## src/rtl/intpol2_d4_out_drain_pkg.sv

```systemverilog
// rtl/intpol2_d4_out_drain_pkg.sv - shared state encoding, default widths and skid room check
package intpol2_d4_pkg;

  localparam int DATA_W_DEF = 32;
  localparam int CNT_W_DEF  = 16;
  localparam int SKID_DEPTH = 2;

  typedef enum logic [2:0] {
    IDLE    = 3'd0,
    S_CLEAR = 3'd1,
    S_RUN   = 3'd2,
    S_FLUSH = 3'd3,
    S_DONE  = 3'd4
  } drain_state_e;

  // Occupancy is taken after this cycle's pop so reads can issue back-to-back at full rate.
  function automatic logic read_room(input logic [1:0] occ, input logic pop, input logic inflight);
    logic [2:0] total;
    total = {1'b0, occ} - {2'b00, pop} + {2'b00, inflight};
    return total < 3'(SKID_DEPTH);
  endfunction

endpackage

```

## src/rtl/intpol2_d4_out_drain_if.sv

```systemverilog
// rtl/intpol2_d4_out_drain_if.sv - FIFO read port and downstream valid/ready stream
interface intpol2_d4_out_drain_if
  import intpol2_d4_pkg::*;
#(
  parameter int DATA_W = DATA_W_DEF
);
  logic              fifo_empty;
  logic [DATA_W-1:0] fifo_rdata;
  logic              fifo_re;
  logic              m_valid;
  logic              m_ready;
  logic [DATA_W-1:0] m_data;

  modport master (
    input  fifo_empty, fifo_rdata, m_ready,
    output fifo_re, m_valid, m_data
  );

  modport slave (
    output fifo_empty, fifo_rdata, m_ready,
    input  fifo_re, m_valid, m_data
  );
endinterface

```

## src/rtl/intpol2_d4_out_drain_skid2.sv

```systemverilog
// rtl/intpol2_d4_out_drain_skid2.sv - two-entry shifting skid buffer, head always in entry 0
module intpol2_d4_skid2
  import intpol2_d4_pkg::*;
#(
  parameter int DATA_W = DATA_W_DEF
) (
  input  logic              clk,
  input  logic              rst,
  input  logic              flush,
  input  logic              push,
  input  logic [DATA_W-1:0] push_data,
  input  logic              pop,
  output logic              valid,
  output logic [DATA_W-1:0] head,
  output logic [1:0]        occ
);
  logic [DATA_W-1:0] ent0_q, ent0_d, ent1_q, ent1_d;
  logic [1:0]        cnt_q, cnt_d;

  always_comb begin
    ent0_d = ent0_q;
    ent1_d = ent1_q;
    cnt_d  = cnt_q;
    if (flush) begin
      cnt_d = 2'd0;
    end else begin
      case ({push, pop})
        2'b10: begin
          if (cnt_q == 2'd0) ent0_d = push_data;
          else               ent1_d = push_data;
          cnt_d = cnt_q + 2'd1;
        end
        2'b01: begin
          ent0_d = ent1_q;
          cnt_d  = cnt_q - 2'd1;
        end
        2'b11: begin
          if (cnt_q == 2'd1) begin
            ent0_d = push_data;
          end else begin
            ent0_d = ent1_q;
            ent1_d = push_data;
          end
        end
        default: ;
      endcase
    end
  end

  always_ff @(posedge clk) begin
    if (rst) begin
      ent0_q <= '0;
      ent1_q <= '0;
      cnt_q  <= 2'd0;
    end else begin
      ent0_q <= ent0_d;
      ent1_q <= ent1_d;
      cnt_q  <= cnt_d;
    end
  end

  assign valid = (cnt_q != 2'd0);
  assign head  = ent0_q;
  assign occ   = cnt_q;
endmodule

```

## src/rtl/intpol2_d4_out_drain.sv

```systemverilog
// rtl/intpol2_d4_out_drain.sv - drains the output-sample FIFO into a valid/ready stream,
// in fixed-length blocks or as a stoppable continuous stream.
module intpol2_d4_out_drain
  import intpol2_d4_pkg::*;
#(
  parameter int DATA_W = DATA_W_DEF,
  parameter int CNT_W  = CNT_W_DEF
) (
  input  logic                   clk,
  input  logic                   rst,
  input  logic                   start,
  input  logic                   mode,
  input  logic                   stop,
  input  logic [CNT_W-1:0]       len,
  intpol2_d4_out_drain_if.master bus,
  output logic                   busy,
  output logic                   done,
  output logic                   clear,
  output logic [CNT_W-1:0]       sample_cnt
);
  drain_state_e      state_q, state_d;
  logic              mode_q, mode_d;
  logic [CNT_W-1:0]  len_q, len_d;
  logic [CNT_W-1:0]  sample_cnt_q, sample_cnt_d;
  logic [CNT_W-1:0]  rd_cnt_q, rd_cnt_d;
  logic              inflight_q, inflight_d;
  logic              busy_q, busy_d, done_q, done_d, clear_q, clear_d;
  logic              fifo_re, pop, buf_valid, buf_empty, flush;
  logic [1:0]        occ;
  logic [DATA_W-1:0] head;

  intpol2_d4_skid2 #(.DATA_W(DATA_W)) u_skid (
    .clk       (clk),
    .rst       (rst),
    .flush     (flush),
    .push      (inflight_q),
    .push_data (bus.fifo_rdata),
    .pop       (pop),
    .valid     (buf_valid),
    .head      (head),
    .occ       (occ)
  );

  always_comb begin
    pop       = buf_valid && bus.m_ready;
    buf_empty = (occ == 2'd0) && !inflight_q;
    fifo_re   = !rst && !start && (state_q == S_RUN) && !bus.fifo_empty
                && read_room(occ, pop, inflight_q) && (mode_q || (rd_cnt_q < len_q));

    state_d = state_q;
    mode_d  = mode_q;
    len_d   = len_q;
    case (state_q)
      S_CLEAR: state_d = S_RUN;
      S_RUN: begin
        if (mode_q) begin
          if (stop) state_d = S_FLUSH;
        end else if ((sample_cnt_q == len_q) && buf_empty) begin
          state_d = S_DONE;
        end
      end
      S_FLUSH: if (buf_empty) state_d = S_DONE;
      S_DONE:  state_d = IDLE;
      default: state_d = state_q;
    endcase
    // Abort/restart outranks every other transition, including a run's final beat.
    if (start) begin
      state_d = S_CLEAR;
      mode_d  = mode;
      len_d   = len;
    end

    flush        = (state_d == S_CLEAR);
    inflight_d   = fifo_re;
    rd_cnt_d     = flush ? '0 : rd_cnt_q + CNT_W'(fifo_re);
    sample_cnt_d = flush ? '0 : sample_cnt_q + CNT_W'(pop);
    busy_d       = (state_d != IDLE);
    done_d       = (state_d == S_DONE);
    clear_d      = flush;
  end

  always_ff @(posedge clk) begin
    if (rst) begin
      state_q      <= IDLE;
      mode_q       <= 1'b0;
      len_q        <= '0;
      sample_cnt_q <= '0;
      rd_cnt_q     <= '0;
      inflight_q   <= 1'b0;
      busy_q       <= 1'b0;
      done_q       <= 1'b0;
      clear_q      <= 1'b0;
    end else begin
      state_q      <= state_d;
      mode_q       <= mode_d;
      len_q        <= len_d;
      sample_cnt_q <= sample_cnt_d;
      rd_cnt_q     <= rd_cnt_d;
      inflight_q   <= inflight_d;
      busy_q       <= busy_d;
      done_q       <= done_d;
      clear_q      <= clear_d;
    end
  end

  assign bus.fifo_re = fifo_re;
  assign bus.m_valid = buf_valid;
  assign bus.m_data  = head;
  assign busy        = busy_q;
  assign done        = done_q;
  assign clear       = clear_q;
  assign sample_cnt  = sample_cnt_q;
endmodule

```

## src/flat_wrapper.sv

```systemverilog
// flat-port wrapper written by rule: the top's interface ports become plain ports
module intpol2_d4_out_drain_flat import intpol2_d4_pkg::*;
#(
  parameter int DATA_W = DATA_W_DEF,
  parameter int CNT_W  = CNT_W_DEF
)
  (clk, rst, start, mode, stop, len, busy, done, clear, sample_cnt, bus_fifo_empty, bus_fifo_rdata, bus_m_ready, bus_fifo_re, bus_m_valid, bus_m_data);
  intpol2_d4_out_drain_if #(.DATA_W(DATA_W)) bus_i ();
  input  logic clk;
  input  logic rst;
  input  logic start;
  input  logic mode;
  input  logic stop;
  input  logic [CNT_W-1:0] len;
  output logic busy;
  output logic done;
  output logic clear;
  output logic [CNT_W-1:0] sample_cnt;
  input wire logic [$bits(bus_i.fifo_empty)-1:0] bus_fifo_empty;
  input wire logic [$bits(bus_i.fifo_rdata)-1:0] bus_fifo_rdata;
  input wire logic [$bits(bus_i.m_ready)-1:0] bus_m_ready;
  output wire logic [$bits(bus_i.fifo_re)-1:0] bus_fifo_re;
  output wire logic [$bits(bus_i.m_valid)-1:0] bus_m_valid;
  output wire logic [$bits(bus_i.m_data)-1:0] bus_m_data;
  assign bus_i.fifo_empty = bus_fifo_empty;
  assign bus_i.fifo_rdata = bus_fifo_rdata;
  assign bus_i.m_ready = bus_m_ready;
  assign bus_fifo_re = bus_i.fifo_re;
  assign bus_m_valid = bus_i.m_valid;
  assign bus_m_data = bus_i.m_data;
  intpol2_d4_out_drain #(.DATA_W(DATA_W), .CNT_W(CNT_W)) u_core (.clk(clk), .rst(rst), .start(start), .mode(mode), .stop(stop), .len(len), .bus(bus_i), .busy(busy), .done(done), .clear(clear), .sample_cnt(sample_cnt));
endmodule
```

## config.mk

```make
export PLATFORM = sky130hd
export DESIGN_NAME = intpol2_d4_out_drain_flat
export DESIGN_NICKNAME = d
export VERILOG_FILES = /design/src/rtl/intpol2_d4_out_drain_pkg.sv /design/src/rtl/intpol2_d4_out_drain_if.sv /design/src/rtl/intpol2_d4_out_drain_skid2.sv /design/src/rtl/intpol2_d4_out_drain.sv /design/src/flat_wrapper.sv
export SDC_FILE = /design/constraint.sdc
export NUM_CORES = 1
export LEC_CHECK = 0
export ABC_AREA = 1
export BUFFER_PORTS_ARGS = -buffer_cell sky130_fd_sc_hd__buf_2
export CAP_MARGIN = 20
export CORE_MARGIN = 2
export CORE_UTILIZATION = 45
export DETAILED_ROUTE_END_ITERATION = 7
export PLACE_DENSITY_LB_ADDON = 0.12
export REMOVE_ABC_BUFFERS = 1
export SETUP_SLACK_MARGIN = 0.5
export SKIP_CTS_REPAIR_TIMING = 1
export SLEW_MARGIN = 0
export SYNTH_ARGS = -nofsm -noshare
export SYNTH_HDL_FRONTEND = slang
export SYNTH_SLANG_ARGS = --single-unit
```

## constraint.sdc

```tcl
create_clock -name clk -period 4 [get_ports clk]
set_input_delay 0.8 -clock clk [delete_from_list [all_inputs] [get_ports clk]]
set_output_delay 0.8 -clock clk [all_outputs]
set_load 0.1 [all_outputs]
```

# Word level (Yosys, flattened, before mapping)
# Cells that the tools add are included.
# op_classes
addsub	6
multipliers	0
n_div	0
order_cmp	2
n_eq_ne	14
shifts	0
n_mux	13
n_bitwise	1
reduce_logical	22
# op_table
operator	count
32-bit two-way mux	4
32-bit case mux with 3 select lines	1
32-bit case mux with 2 select lines	1
16-bit by 1-bit adder with 16-bit output	2
16-bit == test	1
16-bit < comparator	1
3-bit two-way mux	5
3-bit case mux with 4 select lines	1
1-bit logical AND	8
3-bit by 1-bit == test with 1-bit output (second input constant)	2
3-bit by 2-bit == test with 1-bit output (second input constant)	2
3-bit == test (second input constant)	2
2-bit nonzero test	3
3-bit nonzero test	2
2-bit by 1-bit == test with 1-bit output (second input constant)	2
2-bit == test (second input constant)	2
1-bit zero test	4
2-bit inequality test (second input constant)	2
2-bit case mux with 2 select lines	1
4-bit AND reduction	1
3-bit by 1-bit adder with 3-bit output	1
3-bit by 2-bit < comparator with 1-bit output (second input constant)	1
3-bit AND reduction	1
2-bit by 1-bit subtractor with 3-bit output	1
other kinds (7)	7
# totals
regBits	122
latchBits	0
ram_bits	0
mem_bits_ro	0
input_bits	55
output_inout_bits	53
memories	0

# Depth between registers and ports, before layout
# Gate-level depths: netlist of run 1.
# logic_depth
ltp_word	10
depth_mapped	27
mapped_depth_nobuf	27

# Cells and area by module
# From an unflattened synthesis of run 1, not the netlist that was laid out.
# hier_totals
cells_unflattened	914
hier_area_um2	6402.4
# by_module_without_submodules
module	n_inst	cells_per_inst	area_each_um2	seq_area_each_um2
intpol2_d4_skid2	1	491	3413.3	1321.3
intpol2_d4_out_drain	1	423	2989.1	1121.1

# Worst setup path after synthesis of run 1
# Ideal clock, no wire load.
# synth_path
path_kind	register to register
start	reg u_core.u_skid.cnt_q[1], in the netlist u_core.u_skid.occ[1]
end	reg u_core.rd_cnt_q[14]
setup_time_ns	0.128
arrival_ns	5.323
t_required_ns	3.872
setup_slack_ns	-1.451
path_stages_with_launch	28
cell_sequence	dfxtp_1 inv_1 ha_1 inv_2 nand2_4 nor2_1 inv_1 nand2_1 inv_1 nor2_1 inv_1 fa_1 xnor2_1 nand3_1 a21oi_1 ha_1 ha_1 nand2_1 inv_2 nand2_1 nor2_1 nand3_1 nor2_1 inv_1 nor2_1 nand2_1 xor2_1 nor2_1
# synth_via
elab_cells_between_ends	18
cone_classes	3 x add/sub; 1 x order compare; 1 x eq/ne; 5 x mux; 8 x reduce/logical
# synth_rtl
item	line	text
from (decl)	intpol2_d4_out_drain_skid2.sv:18	logic [1:0] cnt_q, cnt_d;
from (signal assigned)	intpol2_d4_out_drain_skid2.sv:58	cnt_q <= cnt_d;
2-bit nonzero test	intpol2_d4_out_drain_skid2.sv:62	assign valid = (cnt_q != 2'd0);
via bus_m_valid	flat_wrapper.sv:23	output wire logic [$bits(bus_i.m_valid)-1:0] bus_m_valid;
1-bit logical AND	intpol2_d4_out_drain.sv:45	pop = buf_valid && bus.m_ready;
2-bit by 1-bit subtractor with 3-bit output	intpol2_d4_out_drain_pkg.sv:19	total = {1'b0, occ} - {2'b00, pop} + {2'b00, inflight};
3-bit by 1-bit adder with 3-bit output	intpol2_d4_out_drain_pkg.sv:19	
3-bit by 2-bit < comparator with 1-bit output	intpol2_d4_out_drain_pkg.sv:20	return total < 3'(SKID_DEPTH);
1-bit logical AND (2 in series)	intpol2_d4_out_drain.sv:48	&& read_room(occ, pop, inflight_q) && (mode_q || (rd_cnt_q < len_q));
via bus_fifo_re	flat_wrapper.sv:22	output wire logic [$bits(bus_i.fifo_re)-1:0] bus_fifo_re;
16-bit by 1-bit adder with 16-bit output	intpol2_d4_out_drain.sv:75	rd_cnt_d = flush ? '0 : rd_cnt_q + CNT_W'(fifo_re);
to (signal assigned)	intpol2_d4_out_drain.sv:98	rd_cnt_q <= rd_cnt_d;
to (decl)	intpol2_d4_out_drain.sv:25	logic [CNT_W-1:0] rd_cnt_q, rd_cnt_d;
# The timed path passes the listed nets, and every way through them passes these cells.
# A chain may end at the register's enable or synchronous reset.

# Worst setup path in the final report of run 1
# layout_path
start	reg u_core.u_skid.cnt_q[1], in the netlist u_core.u_skid.occ[1]
end	out bus_fifo_re
# layout_via
elab_chain_cells	7
# layout_rtl
item	line
2-bit nonzero test	intpol2_d4_out_drain_skid2.sv:62
1-bit logical AND	intpol2_d4_out_drain.sv:45
2-bit by 1-bit subtractor with 3-bit output *	intpol2_d4_out_drain_pkg.sv:19
3-bit by 1-bit adder with 3-bit output *	intpol2_d4_out_drain_pkg.sv:19
3-bit by 2-bit < comparator with 1-bit output *	intpol2_d4_out_drain_pkg.sv:20
1-bit logical AND * (2 in series)	intpol2_d4_out_drain.sv:48
to (decl)	flat_wrapper.sv:22
# Mark *: on every way between the ends. The rest lies on a longest branch, timed or not.

==> impl_metrics.yaml, run 1 <==
drt:
  wl_per_cell_um: 13.4
  drtAntennaViolNets: 0
  via_per_inst: 5.05
  drt_iter0_drc: 339
  firstDrtPassIters: 7
  vias: 5507
  drc: 0
  wl_um: 14600
setup_path:
  r2r_setup_slack_ps: 460
  critPathKind: "register to primary output"
  critPathLaunchType: "register"
  crit_fanout: 5
  end_kind: "primary output"
  arrival_ps: 2810
  crit_required_ps: 3200
global_routing:
  antenna_found_initial: 0
  grtUsageTotal_pct: 21.9
  grt_pass1_vias: 4983
  grt_pass1_wl_um: 23100
  grt_max_degree: 65
  grt_overflow: 0
synthesis:
  ys_ff_latch: 122
  synth_simple_gate_area_share_pct: 24.1
  synth_edf_count: 0
  synth_xor_area_share_pct: 1.69
  yosys.area_share.adder_pct: 4.75
  synthMuxAreaShare_pct: 0
  synth_compound_area_share_pct: 17.6
  yosysSeqAreaShare_pct: 42.9
  syn_avg_cell_area_um2: 7.14
  netlist_instances: 797
  synth_cell_types: 31
  yosys_warnings: 0
  synth_top_family_by_area: "simple AND/OR/NAND/NOR gates"
  async_flop_share_pct: 0
  synth_area_um2: 5690
  ys.flop_type: "dfxtp_1"
floorplanning:
  die_h_um: 116
  fp.dieW_um: 116
  io_pins: 108
  rows: 41
  initial_utilization_pct: 45.6
  coreArea_um2: 12500
  dieArea_um2: 13600
sta:
  finalWorstSetupSlack_ps: 391
  setup_viol: 0
  hold_viol_final: 0
  maxSlewViolCount: 0
  worstMarginPinSlew_ps: 603
  min_period_ps: 3610
  fmax_ghz: 0.277
  fin_skew_ps: 6.31
  relSlewSlack_pct: 59.6
  post-route-period-util_pct: 90.2
  holdWs_ps: 446
  rsz0062_at_grt: "true"
clock_tree:
  cts_tree: "yes"
  clk_pin_slew_ps: 60
  cts_sinks: 122
  cts_max_path_buffers: 2
  clkLatencyLatePin_ps: 420
  htree_levels: 4
  cts_root_buffer: "clkbuf_16"
  cts_made_buffers: 17
cells_and_area:
  area_growth_pct: 26.9
  final_nets: 982
  n_fill_cell: 1191
  finish.utilization_pct: 57.9
  multi_input_area_um2: 2830
  final_cells: 1091
  seqCellArea_um2: 2450
  drive_gt1_share_pct: 21.8
  antenna_cells: 0
place:
  gp_congestion: 0.900
  dpl.hpwl_um: 9700
  place_worst_setup_slack_ps: -36.6
  io_buffers: 107
  dp_cells: 1050
power:
  power_leakage_nw: 3.13
  powerDensity_nw_per_um2: 428
  finalPower_w: 0.00309
  vdd_drop_max_mv: 0.301
outcome:
  status: "completed"
flow_run:
  cap_viol_max_count: 0
min_path:
  hp-class: "register to register"
==> cell type report <==
type	count	area share (%)
Multi-Input combinational cell	543	39.2
Sequential cell	122	33.9
Timing Repair Buffer	127	9.98
Clock buffer	23	7.04
Inverter	95	5.01
Tap cell	172	2.98
Clock inverter	9	1.87
==> cells in the mapped netlist, types with 2 or more instances <==
master    instances  area share [%]
or2_2             3            0.33
clkinv_1          2            0.13
nor3b_1           4            0.53
xnor2_1           3            0.46
inv_2             4            0.26
nor3_2            2            0.35
nand3_1          47             4.1
buf_2             4            0.35
o21ai_0          59             5.2
or2_0             2            0.22
nand3b_1          2            0.26
clkbuf_1         32             2.1
nand2_1         139             9.2
nor3_4            2            0.57
nand2_2           2            0.22
a21oi_1         138              12
nor2_1           83             5.5
inv_1            89             5.9
dfxtp_1         122              43
ha_1             20             4.4
nor2_2            2            0.22
xor2_1            8             1.2
nand4_1           9            0.99
nor3_1           12             1.1
==> layout by cell type, fill, tap and decap left out, types with 2 or more instances in the layout <==
master      synthesis  routed
inv_1              89      83
nor3b_1             4       4
clkbuf_8            0       6
nor2_4              0       3
or2_0               2       2
clkinv_1            2       2
nor3_1             12      12
nor2_1             83      76
nand3b_1            2       2
buf_4               0      19
buf_2               4     106
xor2_1              8       8
clkinvlp_4          0       3
nor3_4              2       2
a21oi_1           138     137
bufinv_16           0       3
o21ai_0            59      59
clkinv_4            0       2
nand2_2             2       4
dfxtp_1           122     120
nand3_1            47      45
ha_1               20      18
nand4_1             9       9
nor3_2              2       2
inv_2               4       9
or2_2               3       3
xnor2_1             3       3
nand2_1           139     137
nor2_2              2       6
clkbuf_16           0      17
nand3_2             1       2
==> state kept, by name, summed over array words and instances (netlist names) <==
register              count
u_core.sample_cnt        16
u_core.mode_q             1
u_core.u_skid.head       32
u_core.clear              1
u_core.done               1
u_core.inflight_q         1
u_core.busy               1
u_core.state_q            3
u_core.u_skid.ent1_q     32
u_core.rd_cnt_q          16
u_core.len_q             16
u_core.u_skid.occ         2
==> power by group <==
group,switching (W),internal [W],total (W)
logic,0.000147,0.0000657,0.000213
registers,0.0000104,0.00123,0.00124
clock network,0.000555,0.00108,0.00163
==> kinds of logic (layout without fill, tap and decap cells) <==
logic type	Yosys count	count (layout)
and+or+nand+nor	313	313
AOI/OAI and AO/OA	198	198
buffers and inverters	132	254
DFF	122	122
adders and majority gates	21	21
xor gates and xnor gates	11	11
==> through the flow <==
step | area [um^2] | TNS, ps
6_report | 7220 | 0
5_1_grt | 7220 | 0
4_1_cts | 7060 | 0
3_5_place_dp | 6410 | -36.6
3_3_place_gp | 6390 | 0
2_1_floorplan | 5540 | -20290
==> routing by layer <==
metal,part of all wire [%],track usage [%]
met1,45,27.5
met2,47,35.8
met3,6.5,6.49
met4,1.8,7.86
met5,0,0
==> worst max-delay path: stages, from the launching register on <==
cell and delay [ps]:
dfxtp_4 350, inv_2 50, ha_4 170, inv_6 80
nand2_8 60, nor2_4 120, inv_2 50, nand2_2 70
inv_2 50, nor2_4 120, inv_2 50, fa_2 350
xnor2_1 180, nand3_1 160, a21oi_2 200, buf_4 150
buf_12 160
==> path summary, 6_finish.rpt <==
kind | from | depth (start not counted) | endpoint
setup / recovery | u_core.u_skid.occ[1]$_SDFFE_PP0N_ | 16 | bus_fifo_re
hold / removal | u_core.u_skid.ent1_q[17]$_SDFFE_PP0P_ | 2 | u_core.u_skid.ent1_q[17]$_SDFFE_PP0P_
setup reg to reg | u_core.u_skid.occ[1]$_SDFFE_PP0N_ | 27 | u_core.rd_cnt_q[14]$_SDFF_PP0_
hold reg to reg | u_core.u_skid.ent1_q[17]$_SDFFE_PP0P_ | 2 | u_core.u_skid.ent1_q[17]$_SDFFE_PP0P_
Note: power is estimated with default switching activity, not from simulation.
==> run 2, diff against run 1 <==
--- a/config.mk
+++ b/config.mk
@@ -18,4 +18,5 @@
 export SLEW_MARGIN = 0
 export SYNTH_ARGS = -nofsm -noshare
 export SYNTH_HDL_FRONTEND = slang
+export SYNTH_HIERARCHICAL = 1
 export SYNTH_SLANG_ARGS = --single-unit
==> impl_metrics.yaml, run 2 <==
cells_and_area:
  n_fill_cell: 1360
  final_cell_mix: "nand2_1 (159), inv_1 (129), dfxtp_1 (120)"
  final_common_cell: "nand2_1"
  finish.utilization_pct: 56.5
  antenna_cells: 0
  multi_input_area_um2: 3240
  drive_gt1_share_pct: 19.1
  final_nets: 1093
  area_growth_pct: 22.4
  seqCellArea_um2: 2450
global_routing:
  grtUsageTotal_pct: 21.4
  grt_pass1_wl_um: 25500
  antenna_found_initial: 1
  grt_max_degree: 65
  grt_overflow: 0
  grt_pass1_vias: 5215
setup_path:
  end_kind: "primary output"
  cp_cell_sequence: "inv_2, ha_4, inv_2, nand2_1, inv_2, ha_4, inv_2, nand2_2, fa_2, nand3_2, a21oi_4, buf_6, buf_12"
  critical_path.most_common_cell: "inv_2"
  critPathKind: "register to primary output"
  slowest_stage: "fa_2"
  cp_top_family: "adder cells"
  arrival_ps: 2620
  timing.rr.start: "u_core/u_skid/occ[0]$_SDFFE_PP0P_"
  crit_buf_inv: 6
  critPathLaunchType: "register"
  crit_fanout: 5
  startpoint: "u_core/u_skid/occ[0]$_SDFFE_PP0P_"
  crit_required_ps: 3200
  worst_path_largest_cell_delay_ps: 540
  r2r_setup_slack_ps: 660
power:
  power_frac_clock_pct: 54.6
  switching_share_pct: 22.0
  vdd_drop_max_mv: 0.327
  switchingPower_w: 0.000706
  internal-power_w: 0.00250
  seqPwrFrac_pct: 38.7
  p_comb_share_pct: 6.8
  power_leakage_nw: 3.55
  finalPower_w: 0.00321
  powerDensity_nw_per_um2: 410
synthesis:
  yosys.cell_count.top_type: "nand2_1"
  yosysTopAreaCell: "dfxtp_1"
  synth_edf_count: 0
  ys_ff_latch: 122
  synth.top_cell.area_share_pct: 38.1
  synth_area_um2: 6400
  netlist_instances: 914
  async_flop_share_pct: 0
  yosys_warnings: 6
  syn_avg_cell_area_um2: 7.00
  synthTopCellsByCount: "nand2_1 (160), inv_1 (134), dfxtp_1 (122)"
  synth_cell_types: 34
  yosysSeqAreaShare_pct: 38.1
  ys.flop_type: "dfxtp_1"
  synth_area_leaders: "dfxtp_1 (38%), nand2_1 (9.4%), nand3_1 (9.0%)"
sta:
  hold_viol_final: 0
  maxSlewViolCount: 0
  worstMarginPinSlew_ps: 744
  rsz0062_at_grt: "false"
  post-route-period-util_pct: 85.6
  holdWs_ps: 477
  fin_skew_ps: 5.48
  min_period_ps: 3420
  relSlewSlack_pct: 50.3
  fmax_ghz: 0.292
  setup_viol: 0
min_path:
  hp-class: "register to register"
  hold_start: "u_core/u_skid/ent1_q[4]$_SDFFE_PP0P_"
floorplanning:
  dieArea_um2: 15200
  die_h_um: 123
  rows: 43
  initial_utilization_pct: 46.1
  coreArea_um2: 13900
  fp.dieW_um: 123
  io_pins: 108
clock_tree:
  clkLatencyLatePin_ps: 410
  cts_root_buffer: "clkbuf_16"
  cts_sinks: 122
  clk_pin_slew_ps: 50
  cts_max_path_buffers: 2
  cts_made_buffers: 17
  cts_tree: "yes"
  htree_levels: 4
place:
  io_buffers: 107
  gp_congestion: 0.856
  dpl.hpwl_um: 10500
drt:
  drt_iter0_drc: 450
  via_per_inst: 5.01
  drtAntennaViolNets: 0
  vias: 6034
  firstDrtPassIters: 5
  drc: 0
  wl_um: 16000
  wl_per_cell_um: 13.3
outcome:
  status: "completed"
flow_run:
  cap_viol_max_count: 0
## run 2: cell types whose count changed after synthesis, moves of 21 or more
cell,before,now
a21oi_1,138,108
clkbuf_1,32,11
inv_1,89,134
nand2_1,139,160
nand3_1,47,115
nand3b_1,2,34
o21ai_0,59,27
## run 2: metrics by stage
| step | worst slack [ps] | cell area, um^2 | setup TNS [ps] | std cells |
|---|---|---|---|---|
| 3_5_place_dp | 132 | 7000 | 0 | 1165 |
| 3_3_place_gp | 208 | 7000 | 0 | 1165 |
| 4_1_cts | 201 | 7680 | 0 | 1197 |
| 6_report | 577 | 7840 | 0 | 1204 |
| 5_1_grt | 447 | 7840 | 0 | 1204 |
| 2_1_floorplan | -1610 | 6130 | -19520 | 867 |
## run 2: power groups by stage
stage / Sequential [W] / Combinational [W] / Clock [W]
floorplan: 0.00130 / 0.000106 / 0
finish: 0.00124 / 0.000217 / 0.00175
CTS: 0.00124 / 0.000215 / 0.00178
global route: 0.00124 / 0.000243 / 0.00183
global placement: 0.00127 / 0.000213 / 0
detailed placement: 0.00127 / 0.000214 / 0
## run 2: cells by family (layout without fill, tap and decap cells)
logic type	count (synthesis)	count (layout)	synth area share [%]
adder cells (fa/ha/maj)	27	27	5.39
AND/OR/NAND/NOR	425	425	31.1
AO/OA/AOI/OAI	138	138	11.0
XOR/XNOR	13	13	1.78
buffers and inverters	189	299	12.5
flip-flops	122	122	38.1
## run 2: final timing paths
kind | depth (start not counted) | end
max | 13 | bus_fifo_re
min | 2 | u_core/u_skid/ent1_q[4]$_SDFFE_PP0P_
max reg2reg | 22 | u_core/rd_cnt_q[14]$_SDFF_PP0_
min reg2reg | 2 | u_core/u_skid/ent1_q[4]$_SDFFE_PP0P_
## run 2: cell type report
type	instances	share of cell area, %
multi-input cells	603	41.4
clock inverters	12	2.79
clock buffers	20	5.83
repair buffers	125	9.05
well taps	180	2.87
flip-flops and latches	122	31.3
inverters	142	6.80
## run 2: worst register-to-register path: stages, from the launching register on
cell	delay [ps]
dfxtp_4	370
inv_2	50
ha_4	150
inv_2	60
nand2_1	60
inv_2	90
ha_4	210
inv_2	50
nand2_2	50
fa_2	540
nand3_2	100
a21oi_4	200
ha_4	180
ha_4	130
nand2_2	70
nor3_4	210
nand2_2	90
nor2_4	140
nand3_2	100
inv_2	90
nand2_2	50
or2_0	200
a21oi_1	110
## run 2: per-layer routing
metal  track usage [%]  vias to the layer above  part of all wire [%]
li1                  -                     3131                     -
met1              29.9                     2736                    49
met2              33.1                      146                    45
met3              4.70                       19                   5.2
met4              6.18                        2                   1.1
met5                 0                        -                 0.081
